<file path="config.mk">
export PLATFORM = sky130hd
export DESIGN_NAME = acc_cpu_gen2
export DESIGN_NICKNAME = d
export VERILOG_FILES = /design/src/rtl/acc_cpu_pkg.sv /design/src/rtl/acc_cpu_mul_seq.sv /design/src/rtl/acc_cpu_gen2.sv
export SDC_FILE = /design/constraint.sdc
export NUM_CORES = 1
export LEC_CHECK = 0
export CAP_MARGIN = 20
export CORE_ASPECT_RATIO = 1.75
export CORE_MARGIN = 2
export CORE_UTILIZATION = 40
export DETAILED_ROUTE_END_ITERATION = 7
export PLACE_DENSITY = 0.65
export SLEW_MARGIN = 20
export SYNTH_ARGS = -nofsm -noshare
export SYNTH_HDL_FRONTEND = slang
export SYNTH_SLANG_ARGS = --single-unit
</file>
<file path="constraint.sdc">
create_clock -name clk -period 3.3 [get_ports clk]
set_input_delay 0.33 -clock clk [delete_from_list [all_inputs] [get_ports clk]]
set_output_delay 0.33 -clock clk [all_outputs]
set_load 0.02 [all_outputs]
</file>
<file path="src/rtl/acc_cpu_pkg.sv">
// Shared opcode, flag and state definitions for the
// second-generation accumulator CPU.
package acc_cpu_pkg;

  localparam logic [3:0] OP_ADD = 4'h0;
  localparam logic [3:0] OP_SUB = 4'h1;
  localparam logic [3:0] OP_AND = 4'h2;
  localparam logic [3:0] OP_OR  = 4'h3;
  localparam logic [3:0] OP_XOR = 4'h4;
  localparam logic [3:0] OP_LDI = 4'h5;
  localparam logic [3:0] OP_SHL = 4'h6;
  localparam logic [3:0] OP_SHR = 4'h7;
  localparam logic [3:0] OP_MUL = 4'h8;
  localparam logic [3:0] OP_LDA = 4'h9;
  localparam logic [3:0] OP_STA = 4'hA;
  localparam logic [3:0] OP_ADC = 4'hB;
  localparam logic [3:0] OP_SBB = 4'hC;
  localparam logic [3:0] OP_NOP = 4'hD;
  localparam logic [3:0] OP_CLR = 4'hE;
  localparam logic [3:0] OP_ILL = 4'hF;

  localparam int FLG_Z = 0;
  localparam int FLG_N = 1;
  localparam int FLG_C = 2;
  localparam int FLG_V = 3;

  typedef enum logic {
    ST_IDLE,
    ST_MUL
  } state_t;

endpackage

</file>
<file path="src/rtl/acc_cpu_mul_seq.sv">
// Unsigned shift-add multiplier, one multiplier bit per clock.
// done is high on the edge that retires the last partial product.
module acc_cpu_mul_seq #(
  parameter int DATA_W = 8
) (
  input  logic                  clk,
  input  logic                  reset,
  input  logic                  start,
  input  logic [DATA_W-1:0]     a,
  input  logic [DATA_W-1:0]     b,
  output logic                  done,
  output logic [2*DATA_W-1:0]   product
);

  localparam int CNT_W = $clog2(DATA_W + 1);

  logic [CNT_W-1:0]    cnt;
  logic [2*DATA_W-1:0] mcand;
  logic [2*DATA_W-1:0] part;
  logic [DATA_W-1:0]   mplier;

  // product includes the step being taken this cycle
  assign product = part + (mplier[0] ? mcand : '0);
  assign done    = (cnt == CNT_W'(1));

  always_ff @(posedge clk or posedge reset) begin
    if (reset) begin
      cnt    <= '0;
      mcand  <= '0;
      part   <= '0;
      mplier <= '0;
    end else if (start) begin
      cnt    <= CNT_W'(DATA_W);
      mcand  <= {{DATA_W{1'b0}}, a};
      part   <= '0;
      mplier <= b;
    end else if (cnt != '0) begin
      cnt    <= cnt - CNT_W'(1);
      mcand  <= mcand << 1;
      part   <= product;
      mplier <= mplier >> 1;
    end
  end

endmodule

</file>
<file path="src/rtl/acc_cpu_gen2.sv">
// Accumulator CPU datapath: flags, logic/shift ops, register bank,
// carry-chained arithmetic and a sequential multiply.
module acc_cpu_gen2
  import acc_cpu_pkg::*;
#(
  parameter int DATA_W = 8,
  parameter int OPND_W = 4,
  parameter int NREGS  = 4
) (
  input  logic              clk,
  input  logic              reset,
  input  logic              instr_valid,
  output logic              instr_ready,
  input  logic [OPND_W+3:0] instruction,
  output logic [DATA_W-1:0] acc,
  output logic [3:0]        flags,
  output logic              busy,
  output logic              retire,
  output logic              illegal
);

  localparam int IDX_W = $clog2(NREGS);
  localparam int MSB   = DATA_W - 1;

  state_t state, state_nxt;

  logic [DATA_W-1:0]   bank [NREGS];
  logic [3:0]          opcode;
  logic [DATA_W-1:0]   opnd;
  logic [IDX_W-1:0]    idx;
  logic [DATA_W-1:0]   amt;
  logic [DATA_W:0]     add_r;
  logic [DATA_W:0]     sub_r;
  logic [DATA_W:0]     shl_r;
  logic [DATA_W:0]     shr_r;
  logic                cin;
  logic                add_v;
  logic                sub_v;
  logic                accept;
  logic                mul_start;
  logic                mul_done;
  logic [2*DATA_W-1:0] product;
  logic [DATA_W-1:0]   acc_nxt;
  logic [3:0]          flg_nxt;
  logic                wr_en;
  logic                ret_nxt;
  logic                ill_nxt;
  logic                zn_upd;

  assign opcode      = instruction[OPND_W+3 -: 4];
  assign opnd        = DATA_W'(instruction[OPND_W-1:0]);
  assign idx         = instruction[IDX_W-1:0];
  assign instr_ready = (state == ST_IDLE);
  assign busy        = (state == ST_MUL);
  assign accept      = instr_valid && instr_ready;

  assign cin   = flags[FLG_C] &&
                 ((opcode == OP_ADC) || (opcode == OP_SBB));
  assign add_r = {1'b0, acc} + {1'b0, opnd}
               + {{DATA_W{1'b0}}, cin};
  assign sub_r = {1'b0, acc} - {1'b0, opnd}
               - {{DATA_W{1'b0}}, cin};
  assign add_v = (acc[MSB] == opnd[MSB]) &&
                 (add_r[MSB] != acc[MSB]);
  assign sub_v = (acc[MSB] != opnd[MSB]) &&
                 (sub_r[MSB] != acc[MSB]);

  // the extra bit catches the last bit shifted out
  assign amt   = DATA_W'(opnd % DATA_W);
  assign shl_r = {1'b0, acc} << amt;
  assign shr_r = {acc, 1'b0} >> amt;

  acc_cpu_mul_seq #(
    .DATA_W (DATA_W)
  ) u_mul (
    .clk     (clk),
    .reset   (reset),
    .start   (mul_start),
    .a       (acc),
    .b       (opnd),
    .done    (mul_done),
    .product (product)
  );

  always_comb begin
    state_nxt = state;
    acc_nxt   = acc;
    flg_nxt   = flags;
    wr_en     = 1'b0;
    ret_nxt   = 1'b0;
    ill_nxt   = 1'b0;
    mul_start = 1'b0;
    zn_upd    = 1'b0;
    unique case (state)
      ST_IDLE: begin
        if (accept) begin
          ret_nxt = 1'b1;
          zn_upd  = 1'b1;
          unique case (opcode)
            OP_ADD, OP_ADC: begin
              acc_nxt        = add_r[MSB:0];
              flg_nxt[FLG_C] = add_r[DATA_W];
              flg_nxt[FLG_V] = add_v;
            end
            OP_SUB, OP_SBB: begin
              acc_nxt        = sub_r[MSB:0];
              flg_nxt[FLG_C] = sub_r[DATA_W];
              flg_nxt[FLG_V] = sub_v;
            end
            OP_AND: begin
              acc_nxt        = acc & opnd;
              flg_nxt[FLG_C] = 1'b0;
              flg_nxt[FLG_V] = 1'b0;
            end
            OP_OR: begin
              acc_nxt        = acc | opnd;
              flg_nxt[FLG_C] = 1'b0;
              flg_nxt[FLG_V] = 1'b0;
            end
            OP_XOR: begin
              acc_nxt        = acc ^ opnd;
              flg_nxt[FLG_C] = 1'b0;
              flg_nxt[FLG_V] = 1'b0;
            end
            OP_LDI: acc_nxt = opnd;
            OP_SHL: begin
              acc_nxt        = shl_r[MSB:0];
              flg_nxt[FLG_C] = shl_r[DATA_W];
              flg_nxt[FLG_V] = 1'b0;
            end
            OP_SHR: begin
              acc_nxt        = shr_r[DATA_W:1];
              flg_nxt[FLG_C] = shr_r[0];
              flg_nxt[FLG_V] = 1'b0;
            end
            OP_MUL: begin
              state_nxt = ST_MUL;
              mul_start = 1'b1;
              ret_nxt   = 1'b0;
              zn_upd    = 1'b0;
            end
            OP_LDA: acc_nxt = bank[idx];
            OP_STA: begin
              wr_en  = 1'b1;
              zn_upd = 1'b0;
            end
            OP_NOP: zn_upd = 1'b0;
            OP_CLR: begin
              acc_nxt = '0;
              flg_nxt = 4'b0001;
            end
            default: begin
              ill_nxt = 1'b1;
              zn_upd  = 1'b0;
            end
          endcase
        end
      end
      ST_MUL: begin
        if (mul_done) begin
          state_nxt      = ST_IDLE;
          acc_nxt        = product[MSB:0];
          flg_nxt[FLG_C] = |product[2*DATA_W-1:DATA_W];
          flg_nxt[FLG_V] = 1'b0;
          zn_upd         = 1'b1;
          ret_nxt        = 1'b1;
        end
      end
    endcase
    if (zn_upd) begin
      flg_nxt[FLG_Z] = (acc_nxt == '0);
      flg_nxt[FLG_N] = acc_nxt[MSB];
    end
  end

  always_ff @(posedge clk or posedge reset) begin
    if (reset) begin
      state   <= ST_IDLE;
      acc     <= '0;
      flags   <= '0;
      retire  <= 1'b0;
      illegal <= 1'b0;
      for (int i = 0; i < NREGS; i++) bank[i] <= '0;
    end else begin
      state   <= state_nxt;
      acc     <= acc_nxt;
      flags   <= flg_nxt;
      retire  <= ret_nxt;
      illegal <= ill_nxt;
      if (wr_en) bank[idx] <= acc;
    end
  end

endmodule
</file>
==> reports/metrics.yaml <==
status: "finished, violations left"
violations: "negative setup slack"
fmax_ghz: 0.293
layout.nets: 821
cts_htree_levels: 3
muxShareOfSynthArea: 0.122
hold_class: "in2async"
synth_area_per_cell_sq_um: 9.26
r2r_slack_ps: -110
max-cap-violations: 0
ys_seq_area_frac: 0.335
p_sw_mw: 2.33
combPwrFrac: 0.530
routed_via_density: 5.93
grt_util_met3: 0.0321
synthXorXnorAreaFrac: 0.0162
grt_start_max_net_pins: 52
p_leak_nw: 3.56
slowest_delay_ps: 530
slew_headroom: 0.362
diodes: 0
critPathRequiredTime_ps: 3530
cts_tree: "built"
fin_worst_skew_ps: 6.97
cts_max_path_buffers: 2
ys.flop_type: "dfrtp_1"
tns_ps: -216
final_cell_mix: "nand2_1, dfrtp_1, buf_4"
post-place-ws_ps: -878
grt-busiest-layer: "met2"
tightestPinTransition_ps: 955
pwr-share-seq: 0.297
finish.instance_area_sq_um: 7690
path_cells: "nand3_2 -> inv_2 -> fa_1 -> inv_1 -> ha_2 -> o211a_1 -> o31ai_2 -> buf_4 -> nand2_2 -> nor2_2 -> ha_1 -> a222oi_1 -> a31oi_1 -> a221o_1 -> mux2_4"
finalCritPeriodShare: 1.03
drcViolationCount: 0
post_dp_cell_area_sq_um: 7380
synth_top_family_by_area: "compound AO/OA/AOI/OAI gates"
postSynthNetCount: 753
dp_hpwl_mm: 15.8
wl_mm: 20.3
dp.cells: 946
cts_sinks: 87
antenna_found_initial: 0
wl_per_cell_um: 21.1
synth_cell_type_count: 75
clock_latency_ps: 340
cts.reportedPaths.clkPinSlew_ps: 70
core_sq_um: 15900
synth-simple-area-share: 0.190
synthCells: 701
setup_viol_count_final: 2
routabilityCongestion: 0.989
period_needed_ps: 3410
instances_no_fill: 963
track_usage: 0.243
crit_buf_inv: 3
arrival_ps: 3640
clkPwrFrac: 0.173
worstPathMaxFanout: 3
ys_ff_latch: 87
fin_util: 0.484
cp-start-kind: "flop"
dieArea_sq_um: 17300
worst_path_dominant_cell_family: "compound AO/OA/AOI/OAI gates"
num_rows: 61
pin_count: 27
use_met2: 0.453
hold_violations: 0
p_int_mw: 3.21
synth_fa_ha_area_frac: 0.0848
layout_commonest_cell: "nand2_1"
layout_setup_ws_ps: -108
drt-initial-drc-count: 279
fillers: 1557
use_met1: 0.251
cts_buffers: 9
die_h_um: 173
critPathLaunch: "flags[2]"
async_flop_share: 1.00
synth_edf_count: 0
first_pass_iters: 5
gr-total-overflow: 0
synth_compound_area_frac: 0.203
root_buffer: "clkbuf_16"
crit_path_top_delay_cell: "fa_1"
rsz0062_at_grt: "yes"
multiInputGateArea_sq_um: 4050
timing.rr.start: "flags[2]"
p_per_area_nw_per_um2: 720
port-buffer-count: 26
worst_setup_path_end_kind: "flop"
yosysWarnings: 0
syn2layout_area_growth_pct: 18.5
ff_latch_area_sq_um: 2180
syn_area_sq_um: 6490
grt_pass1_wl_mm: 32.5
start_util: 0.409
maxSlewViolCount: 0
final_antenna_net_count: 0
vias: 5711
switching_share: 0.421
die_w_um: 100
setup.worst_path.class: "reg2reg"
drive_gt1_frac: 0.180
ir_worst_vdd_mv: 0.317
grt_pass1_vias: 6015
## logic make-up after synthesis
kind of cell,after synthesis
fa+ha+maj,41
compound gates,193
mux,53
buf+inv,70
flops,87
xor+xnor,12
simple gates,245
## registers in the layout, indices dropped and copies added, names as in the netlist
| register | cells |
|---|---|
| u_mul.part | 16 |
| acc | 8 |
| busy | 1 |
| bank | 32 |
| illegal | 1 |
| u_mul.cnt | 4 |
| flags | 4 |
| retire | 1 |
| u_mul.mcand | 16 |
| u_mul.mplier | 4 |
## metrics by stage
step,hold WS (ps),power [mW]
global route,454,5.91
detailed placement,469,4.55
finish,432,5.54
floorplan,442,3.37
CTS,417,5.55
global placement,456,4.47
## power by group through the flow
stage	clock [mW]	combinational, mW	sequential (mW)
floorplan	0	1.71	1.66
global placement	0	2.84	1.64
detailed placement	0	2.89	1.66
CTS	0.979	2.92	1.65
global route	1.03	3.20	1.68
finish	0.958	2.93	1.65
## area by class of cell
| class | instances | area share |
|---|---|---|
| Clock buffer | 10 | 0.0298 |
| Clock inverter | 6 | 0.00602 |
| Inverter | 22 | 0.0109 |
| Multi-Input combinational cell | 544 | 0.526 |
| Sequential cell | 87 | 0.283 |
| Tap cell | 189 | 0.0307 |
| Timing Repair Buffer | 105 | 0.113 |
## layer usage
layer	part of all wire	wire, um	vias up
met5	0	0	-
li1	-	-	2727
met1	0.36	7420	2824
met3	0.019	393	58
met4	0.059	1200	0
met2	0.56	11300	102
## worst paths after layout
| kind | end | depth (start not counted) |
|---|---|---|
| max in group asynchronous | bank[6] | 3 |
| hold / removal | u_mul.mcand[14] | 2 |
| setup / recovery | flags[1] | 15 |
| setup reg to reg | flags[1] | 15 |
| hold reg to reg | bank[8] | 2 |
| min in group clk | illegal | 3 |
## synth_stat cells (8+ instances only)
cell type | n | area share
a21oi_1 | 36 | 0.028
clkbuf_1 | 31 | 0.018
nand2_1 | 94 | 0.054
mux2_2 | 16 | 0.028
mux4_1 | 11 | 0.045
ha_1 | 36 | 0.069
and3_1 | 8 | 0.0077
nor2b_1 | 9 | 0.0087
nor3_1 | 17 | 0.013
o21ai_0 | 50 | 0.039
nand2b_1 | 13 | 0.013
a211oi_1 | 13 | 0.015
nand3_1 | 13 | 0.010
buf_2 | 10 | 0.0077
mux2i_1 | 21 | 0.032
and2_1 | 22 | 0.021
a21o_1 | 9 | 0.010
dfrtp_1 | 87 | 0.34
nor2_1 | 37 | 0.021
inv_1 | 20 | 0.012
## what timing repair did
action,in CTS,in global routing
cloned,0,0
endpoints found under the setup margin,4,4
setup buffers,1,0
pin swaps,10,2
hold buffers,0,0
gates resized for setup,12,7
(Power assumes the default switching activity.)
